$ cat src/rtl/nalu_parser_sched.sv
// NAL unit header scheduler: reads the 2-byte NAL header, dispatches one of VPS/SPS/PPS/slice
// parsers and reports skip/error/preempt. Build with NALU_WATCHDOG_EN to add the RUN watchdog.
module nalu_parser_sched #(
   parameter int unsigned WDOG_CYCLES = 4096
) (
   input  logic        clk,
   input  logic        rst_n,
   input  logic        i_nal_start,
   input  logic [7:0]  i_rbsp_in,
   input  logic [15:0] i_parser_fwd_len,
   input  logic [3:0]  i_parser_done,
   output logic [3:0]  o_parser_en,
   output logic [3:0]  o_parser_rst,
   output logic [3:0]  o_forward_len,
   output logic [5:0]  o_nal_unit_type,
   output logic [2:0]  o_temporal_id,
   output logic        o_busy,
   output logic        o_nal_done,
   output logic        o_nal_skipped,
   output logic        o_err,
   output logic [1:0]  o_err_code
);

   typedef enum logic [2:0] {
      StIdle, StHdr0, StWait0, StHdr1, StWait1, StDispatch, StRun
   } state_e;

   state_e      r_state, w_state_d;
   logic [3:0]  r_fwd, w_fwd_d;
   logic [5:0]  r_type, w_type_d;
   logic        r_forbid, w_forbid_d;
   logic [2:0]  r_tid, w_tid_d;
   logic [1:0]  r_k, w_k_d;
   logic [3:0]  r_prst, w_prst_d;
   logic        r_done, w_done_d;
   logic        r_skip, w_skip_d;
   logic        r_err, w_err_d;
   logic [1:0]  r_err_code, w_err_code_d;

   logic        w_preempt;
   logic [3:0]  w_run_onehot;
   logic [3:0]  w_run_fwd;
   logic [3:0]  w_dispatch_rst;
   logic        w_dec_ok;
   logic [1:0]  w_dec_k;
   logic        w_wdog_hit;

`ifdef NALU_WATCHDOG_EN
   localparam logic [15:0] WdogLast = 16'(WDOG_CYCLES - 1);
   logic [15:0] r_wdog, w_wdog_d;

   assign w_wdog_hit = (r_wdog == WdogLast);

   always_ff @(posedge clk) begin
      if (!rst_n) r_wdog <= '0;
      else        r_wdog <= w_wdog_d;
   end
`else
   logic w_unused_wdog;

   assign w_wdog_hit    = 1'b0;
   assign w_unused_wdog = (WDOG_CYCLES != 0);
`endif

   assign w_preempt    = i_nal_start && (r_state != StIdle);
   assign w_run_onehot = 4'b0001 << r_k;
   assign w_run_fwd    = i_parser_fwd_len[{r_k, 2'b00} +: 4];

   always_comb begin
      w_dec_ok = 1'b1;
      w_dec_k  = 2'd3;
      if (r_type == 6'd32)      w_dec_k = 2'd0;
      else if (r_type == 6'd33) w_dec_k = 2'd1;
      else if (r_type == 6'd34) w_dec_k = 2'd2;
      else if (!(r_type inside {[6'd0:6'd9], [6'd16:6'd21]})) w_dec_ok = 1'b0;
   end

   always_comb begin
      w_state_d      = r_state;
      w_fwd_d        = 4'd0;
      w_type_d       = r_type;
      w_forbid_d     = r_forbid;
      w_tid_d        = r_tid;
      w_k_d          = r_k;
      w_prst_d       = 4'd0;
      w_done_d       = 1'b0;
      w_skip_d       = 1'b0;
      w_err_d        = 1'b0;
      w_err_code_d   = r_err_code;
      w_dispatch_rst = 4'd0;
`ifdef NALU_WATCHDOG_EN
      w_wdog_d       = r_wdog;
`endif
      // A new NAL start outside RUN abandons the header in flight.
      if (w_preempt && (r_state != StRun)) begin
         w_err_d      = 1'b1;
         w_err_code_d = 2'd3;
         w_state_d    = StHdr0;
      end else begin
         unique case (r_state)
            StIdle: begin
               if (i_nal_start) w_state_d = StHdr0;
            end
            StHdr0: begin
               w_forbid_d = i_rbsp_in[7];
               w_type_d   = i_rbsp_in[6:1];
               w_fwd_d    = 4'd8;
               w_state_d  = StWait0;
            end
            StWait0: w_state_d = StHdr1;
            StHdr1: begin
               w_tid_d   = i_rbsp_in[2:0] - 3'd1;
               w_fwd_d   = 4'd8;
               w_state_d = StWait1;
            end
            StWait1: w_state_d = StDispatch;
            StDispatch: begin
               if (r_forbid) begin
                  w_err_d      = 1'b1;
                  w_err_code_d = 2'd1;
                  w_state_d    = StIdle;
               end else if (w_dec_ok) begin
                  w_k_d          = w_dec_k;
                  w_dispatch_rst = 4'b0001 << w_dec_k;
                  w_state_d      = StRun;
`ifdef NALU_WATCHDOG_EN
                  w_wdog_d       = '0;
`endif
               end else begin
                  w_skip_d  = 1'b1;
                  w_state_d = StIdle;
               end
            end
            StRun: begin
               // Completion beats a coincident start; the new header still begins next cycle.
               if (i_parser_done[r_k]) begin
                  w_done_d  = 1'b1;
                  w_state_d = i_nal_start ? StHdr0 : StIdle;
               end else if (i_nal_start) begin
                  w_err_d      = 1'b1;
                  w_err_code_d = 2'd3;
                  w_prst_d     = w_run_onehot;
                  w_state_d    = StHdr0;
               end else if (w_wdog_hit) begin
                  w_err_d      = 1'b1;
                  w_err_code_d = 2'd2;
                  w_prst_d     = w_run_onehot;
                  w_state_d    = StIdle;
               end else begin
`ifdef NALU_WATCHDOG_EN
                  w_wdog_d = r_wdog + 16'd1;
`endif
               end
            end
            default: w_state_d = StIdle;
         endcase
      end
   end

   always_ff @(posedge clk) begin
      if (!rst_n) begin
         r_state    <= StIdle;
         r_fwd      <= 4'd0;
         r_type     <= 6'd0;
         r_forbid   <= 1'b0;
         r_tid      <= 3'd0;
         r_k        <= 2'd0;
         r_prst     <= 4'hF;
         r_done     <= 1'b0;
         r_skip     <= 1'b0;
         r_err      <= 1'b0;
         r_err_code <= 2'd0;
      end else begin
         r_state    <= w_state_d;
         r_fwd      <= w_fwd_d;
         r_type     <= w_type_d;
         r_forbid   <= w_forbid_d;
         r_tid      <= w_tid_d;
         r_k        <= w_k_d;
         r_prst     <= w_prst_d;
         r_done     <= w_done_d;
         r_skip     <= w_skip_d;
         r_err      <= w_err_d;
         r_err_code <= w_err_code_d;
      end
   end

   // Parser lengths pass straight through in RUN: parsers rely on a one-cycle aligner turnaround.
   assign o_forward_len   = w_preempt ? 4'd0 : ((r_state == StRun) ? w_run_fwd : r_fwd);
   assign o_parser_en     = (r_state == StRun) ? w_run_onehot : 4'd0;
   assign o_parser_rst    = r_prst | w_dispatch_rst;
   assign o_nal_unit_type = r_type;
   assign o_temporal_id   = r_tid;
   assign o_busy          = (r_state != StIdle);
   assign o_nal_done      = r_done;
   assign o_nal_skipped   = r_skip;
   assign o_err           = r_err;
   assign o_err_code      = r_err_code;

endmodule

$ cat config.mk
export PLATFORM = sky130hd
export DESIGN_NAME = nalu_parser_sched
export DESIGN_NICKNAME = d
export VERILOG_FILES = /design/src/rtl/nalu_parser_sched.sv
export SDC_FILE = /design/constraint.sdc
export NUM_CORES = 1
export LEC_CHECK = 0
export ABC_AREA = 1
export CAP_MARGIN = 20
export CORE_MARGIN = 2
export CORE_UTILIZATION = 38
export CTS_CLUSTER_SIZE = 14
export DETAILED_ROUTE_END_ITERATION = 6
export GPL_ROUTABILITY_DRIVEN = 0
export PLACE_DENSITY_LB_ADDON = 0.3
export SETUP_SLACK_MARGIN = 0.1
export SLEW_MARGIN = 20
export SYNTH_ARGS = -nofsm -noshare
export SYNTH_HDL_FRONTEND = slang
export SYNTH_SLANG_ARGS = --single-unit
$ cat constraint.sdc
create_clock -name clk -period 1.5 [get_ports clk]
set_clock_uncertainty 0.2 [all_clocks]
set_input_delay 0.225 -clock clk [delete_from_list [all_inputs] [get_ports clk]]
set_output_delay 0.225 -clock clk [all_outputs]
set_load 0.05 [all_outputs]
==> results.md, run 1 <==
* Status: aborted with a tool error
* Stopped at: global routing (5_1_grt)
* Error message: [ERROR DPL-0033] detailed placement checks failed during check placement.
* Initial antenna violation count at 0
* Syn Area/Cell at 7.07 sq um
* Initial Util at 40.1%
* Synth cell types at 29
* Seq/Total Area, Yosys at 36.9%
* Die Y at 63.8 microns
* Synth top area share at 36.9%
* CTS Buffer Depth at 2
* Post-GRT worst EP: o_parser_rst[1]
* Worst ep type: top-level output
* Synth top area cells: dfxtp_1, nand2_1, inv_1
* Synthesized flop and latch total at 25
* Clk root buf: clkbuf_4
* # port buffers at 57
* Synth Instances at 192
* Dpl hpwl at 3.82 mm
* H-tree levels at 1
* Largest area contributor in the netlist: dfxtp_1
* # rows at 21
* CTS Hold Buffers Added at 0
* # IOs at 58
* Synth warn at 0
* Post-synth design cell area at 0.00136 sq mm
* TritonCTS buffer count at 3
* Die W at 63.8 microns
* Syn Nets at 224
* CTS Sinks at 25
* Largest net degree at the start of global routing at 21
* Pre-CTS WS at -392 ps
==> cell families after synthesis <==
kind of cell / share of synthesized area, %
compound gates: 20.5
xor+xnor: 0.645
fa+ha+maj: 0.922
buf+inv: 11.7
flops: 36.9
simple gates: 29.4
==> stage by stage <==
| step | instances | setup TNS [ps] | util [%] | area, sq um |
|---|---|---|---|---|
| floorplan | 192 | -1340 | - | 1530 |
| global placement | 331 | -5640 | 80.2 | 2720 |
| detailed placement | 331 | -6820 | 80.2 | 2720 |
| CTS | 344 | -5290 | 89.5 | 3030 |
==> synthesized netlist by cell type <==
cell type  number
buf_2           2
nand2_2         3
buf_4           3
clkbuf_1        1
xor2_1          1
nand2_4         2
o211ai_1        3
a21oi_1        16
o21bai_1        1
a22oi_1         6
dfxtp_1        25
inv_4           1
nor3_1          6
nor2_1         15
nor2_4          1
a31oi_1         1
nand3_4         2
inv_2           3
nand4_1         2
o21ai_0        11
a21oi_2         1
nor2_2          4
nand3_1         9
nand2_1        38
o21ai_1         2
a41oi_1         1
ha_1            1
inv_1          28
o21bai_2        3
==> timing repair <==
action	in CTS
pin swaps	20
hold endpoints to repair	0
resized for setup	72
gates cloned	1
endpoints found under the setup margin	39
buffers inserted	12
==> run 2, diff against run 1 <==
CORE_UTILIZATION = 30   (was 38)
CTS_CLUSTER_SIZE = default   (was 14)
PLACE_DENSITY_LB_ADDON = 0.15   (was 0.3)
SETUP_SLACK_MARGIN = default   (was 0.1)
clock period = 1.95 ns   (was 1.5 ns; I/O delays follow)
==> run 2 against run 1 <==
The flow now finishes, with violations (setup timing). Synthesized area is the same. Synthesized cell count is the same.
==> results.md, run 2 <==
* Via count at 1487
* Reg clk slew, reported paths at 90 ps
* Max Clk Rate at 0.513 GHz
* Most frequent cell after synthesis: nand2_1
* CTS Sinks at 25 (unchanged)
* Startpoint types: flop
* Crit Path Max Fanout at 4
* Tcrit/Tclk final at 100%
* Worst-Skew Late Latency at 260 ps
* Hold WC Path Type: flop to flop
* Final Power at 1.51 mW
* Vias in the first global route at 1417
* Status: finished, violations left
* Initial antenna violation count at 0
* Setup Viol. Count Final at 1
* Largest area contributor in the netlist: dfxtp_1
* Commonest non-fill, non-tap cells in the layout: buf_4, nand2_1, clkdlybuf4s50_1
* Mux share of post-synthesis cell area at 0% (unchanged)
* Clk root buf: clkbuf_8
* Actual slew at the worst max-slew pin at 448 ps
* Die area at 0.00508 sq mm
* # IOs at 58 (unchanged)
* Die W at 71.3 microns (+12%)
* Total wire length at 3.88 mm
* # nets final at 307
* # rows at 24 (+14%)
* Grt total ovfl at 0
* Reg2reg setup slack at 460 ps
* CTS Buffer Depth at 2 (unchanged)
* CTS Hold Buffers Added at 0 (unchanged)
* Dpl hpwl at 3.00 mm (-21%)
* PD cells at 619 mW/mm^2
* Synth top area share at 36.9% (unchanged)
* Post-detailed-route count of antenna-violating nets at 0
* H-tree levels at 1 (unchanged)
* Number of DRC markers in iteration 0 at 35
* Tmin final at 1950 ps
* Simple-gate portion of the synthesized area at 29.4% (unchanged)
* Syn Area/Cell at 7.07 sq um (unchanged)
* Final hold slack at 251 ps
* Layout cells sized above 1 at 37.6%
* CTS tree: built
* Initial Util at 31.2% (-8.9 points)
* TritonCTS buffer count at 3 (unchanged)
* Post-synth design cell area at 0.00136 sq mm (unchanged)
* Synth warn at 0 (unchanged)
* # DRC at 0
* Synthesized flop and latch total at 25 (unchanged)
* CORE AREA at 0.00435 sq mm
* Leak pwr at 1.10 nW
* Final setup margin at -0.0770 ps
* N_diodes at 0
* Slew HR at 69.9%
* Synth top area cells: dfxtp_1, nand2_1, inv_1
* Total track usage at 15.4%
* Slew Viols, Final at 0
* Failing checks: setup timing
* First-pass GRT wire length at 6.37 mm
* Setup crit end kind: output pin
* Top FF cell, synth: dfxtp_1
* Commonest non-fill, non-tap cell in the layout: buf_4
* WL/cell at 11.9 microns
* Final Hold Fails at 0
* Largest family of logic cells by synthesized area: simple AND/OR/NAND/NOR gates
* Asr flop ratio synth at 0% (unchanged)
* Synth Instances at 192 (unchanged)
* Compound-cell area share of the yosys netlist at 20.5% (unchanged)
* Placed insts at 310 (-6.3%)
* Max reg flops at 6
* Max Cap Violations at 0
* RSZ-0062 raised after global routing: yes
* Via/cell ratio at 4.56
* Syn Nets at 224 (unchanged)
* Worst VDD drop at 0.000347 V
* Area Overhead vs Synth at 79.6%
* Synth cell types at 29 (unchanged)
* Non-filler instance count after layout at 326
* Largest net degree at the start of global routing at 14
* # port buffers at 57 (unchanged)
* Critical path class: flop to output pin
* Die Y at 71.3 microns (+12%)
* Area post-placement at 0.00221 sq mm (-19%)
* Post-Layout Inst Area at 0.00244 sq mm
* Synth cell count leaders: nand2_1, inv_1, dfxtp_1, a21oi_1, nor2_1
* Adder-Cell Fraction of Synth Area at 0.922% (unchanged)
* Drt first pass iters at 4
* Xor and xnor area share after synthesis at 0.645% (unchanged)
* Worst EP arrival at 1460 ps
* Number of flops mapped to enable cells by yosys at 0 (unchanged)
* Critical Path RT at 1460 ps
* Seq/Total Area, Yosys at 36.9% (unchanged)
[run 2: logic make-up after synthesis]
kind of cell | count (synthesis)
compound gates | 45
xor+xnor | 1
fa+ha+maj | 1
buf+inv | 38
flops | 25
simple gates | 82
[run 2: worst max-delay path: stages, from the launching register on]
cell and delay (ps):
dfxtp_4 390, nor2_4 140, nand2_4 80, nand3_4 90, nand2_4 70, inv_4 70, nand2_2 70, o21bai_4 140
buf_12 150
[run 2: per-stage QoR]
step / util (%) / setup slack, ps / setup TNS (ps)
CTS: 54.9 / -14.8 / -21.5
global route: 56.0 / -104 / -746
global placement: 50.8 / -37.3 / -120
detailed placement: 50.8 / -53.4 / -186
finish: 56.0 / -0.0770 / -0.0770
floorplan: - / -265 / -1550
[run 2: cell type report]
type / instances / area [sq um]
Multi-Input combinational cell: 129 / 813
Inverter: 32 / 128
Tap cell: 52 / 65.1
Clock buffer: 4 / 45.0
Timing Repair Buffer: 84 / 867
Sequential cell: 25 / 520
Fill cell: 420 / 1920
[run 2: worst paths after layout]
path,to,cells after the start,startpoint
min,o_temporal_id[2],2,o_temporal_id[2]
min reg2reg,o_temporal_id[2],2,o_temporal_id[2]
max,o_parser_rst[3],8,r_state[0]
max reg2reg,r_prst[1],8,r_state[0]
[run 2: repair_timing]
action,4_1_cts,5_1_grt
pin swaps,6,8
resized for setup,24,11
setup buffers,10,2
endpoints found under the setup margin,10,12
[run 2: per-layer routing]
layer / vias to the layer above / part of all wire, % / track usage (%)
met2: 49 / 49 / 26.9
met4: 0 / 0.31 / 2.52
met3: 2 / 7.4 / 2.67
met5: - / 0 / 0
li1: 788 / - / -
met1: 648 / 44 / 20.3
[run 2: report_power, final]
group | switching (mW) | total [mW] | internal [mW]
Sequential | 0.0496 | 0.606 | 0.556
Combinational | 0.326 | 0.596 | 0.270
Clock | 0.160 | 0.306 | 0.146
Total | 0.536 | 1.51 | 0.972
Note: power is estimated with default switching activity, not from simulation.
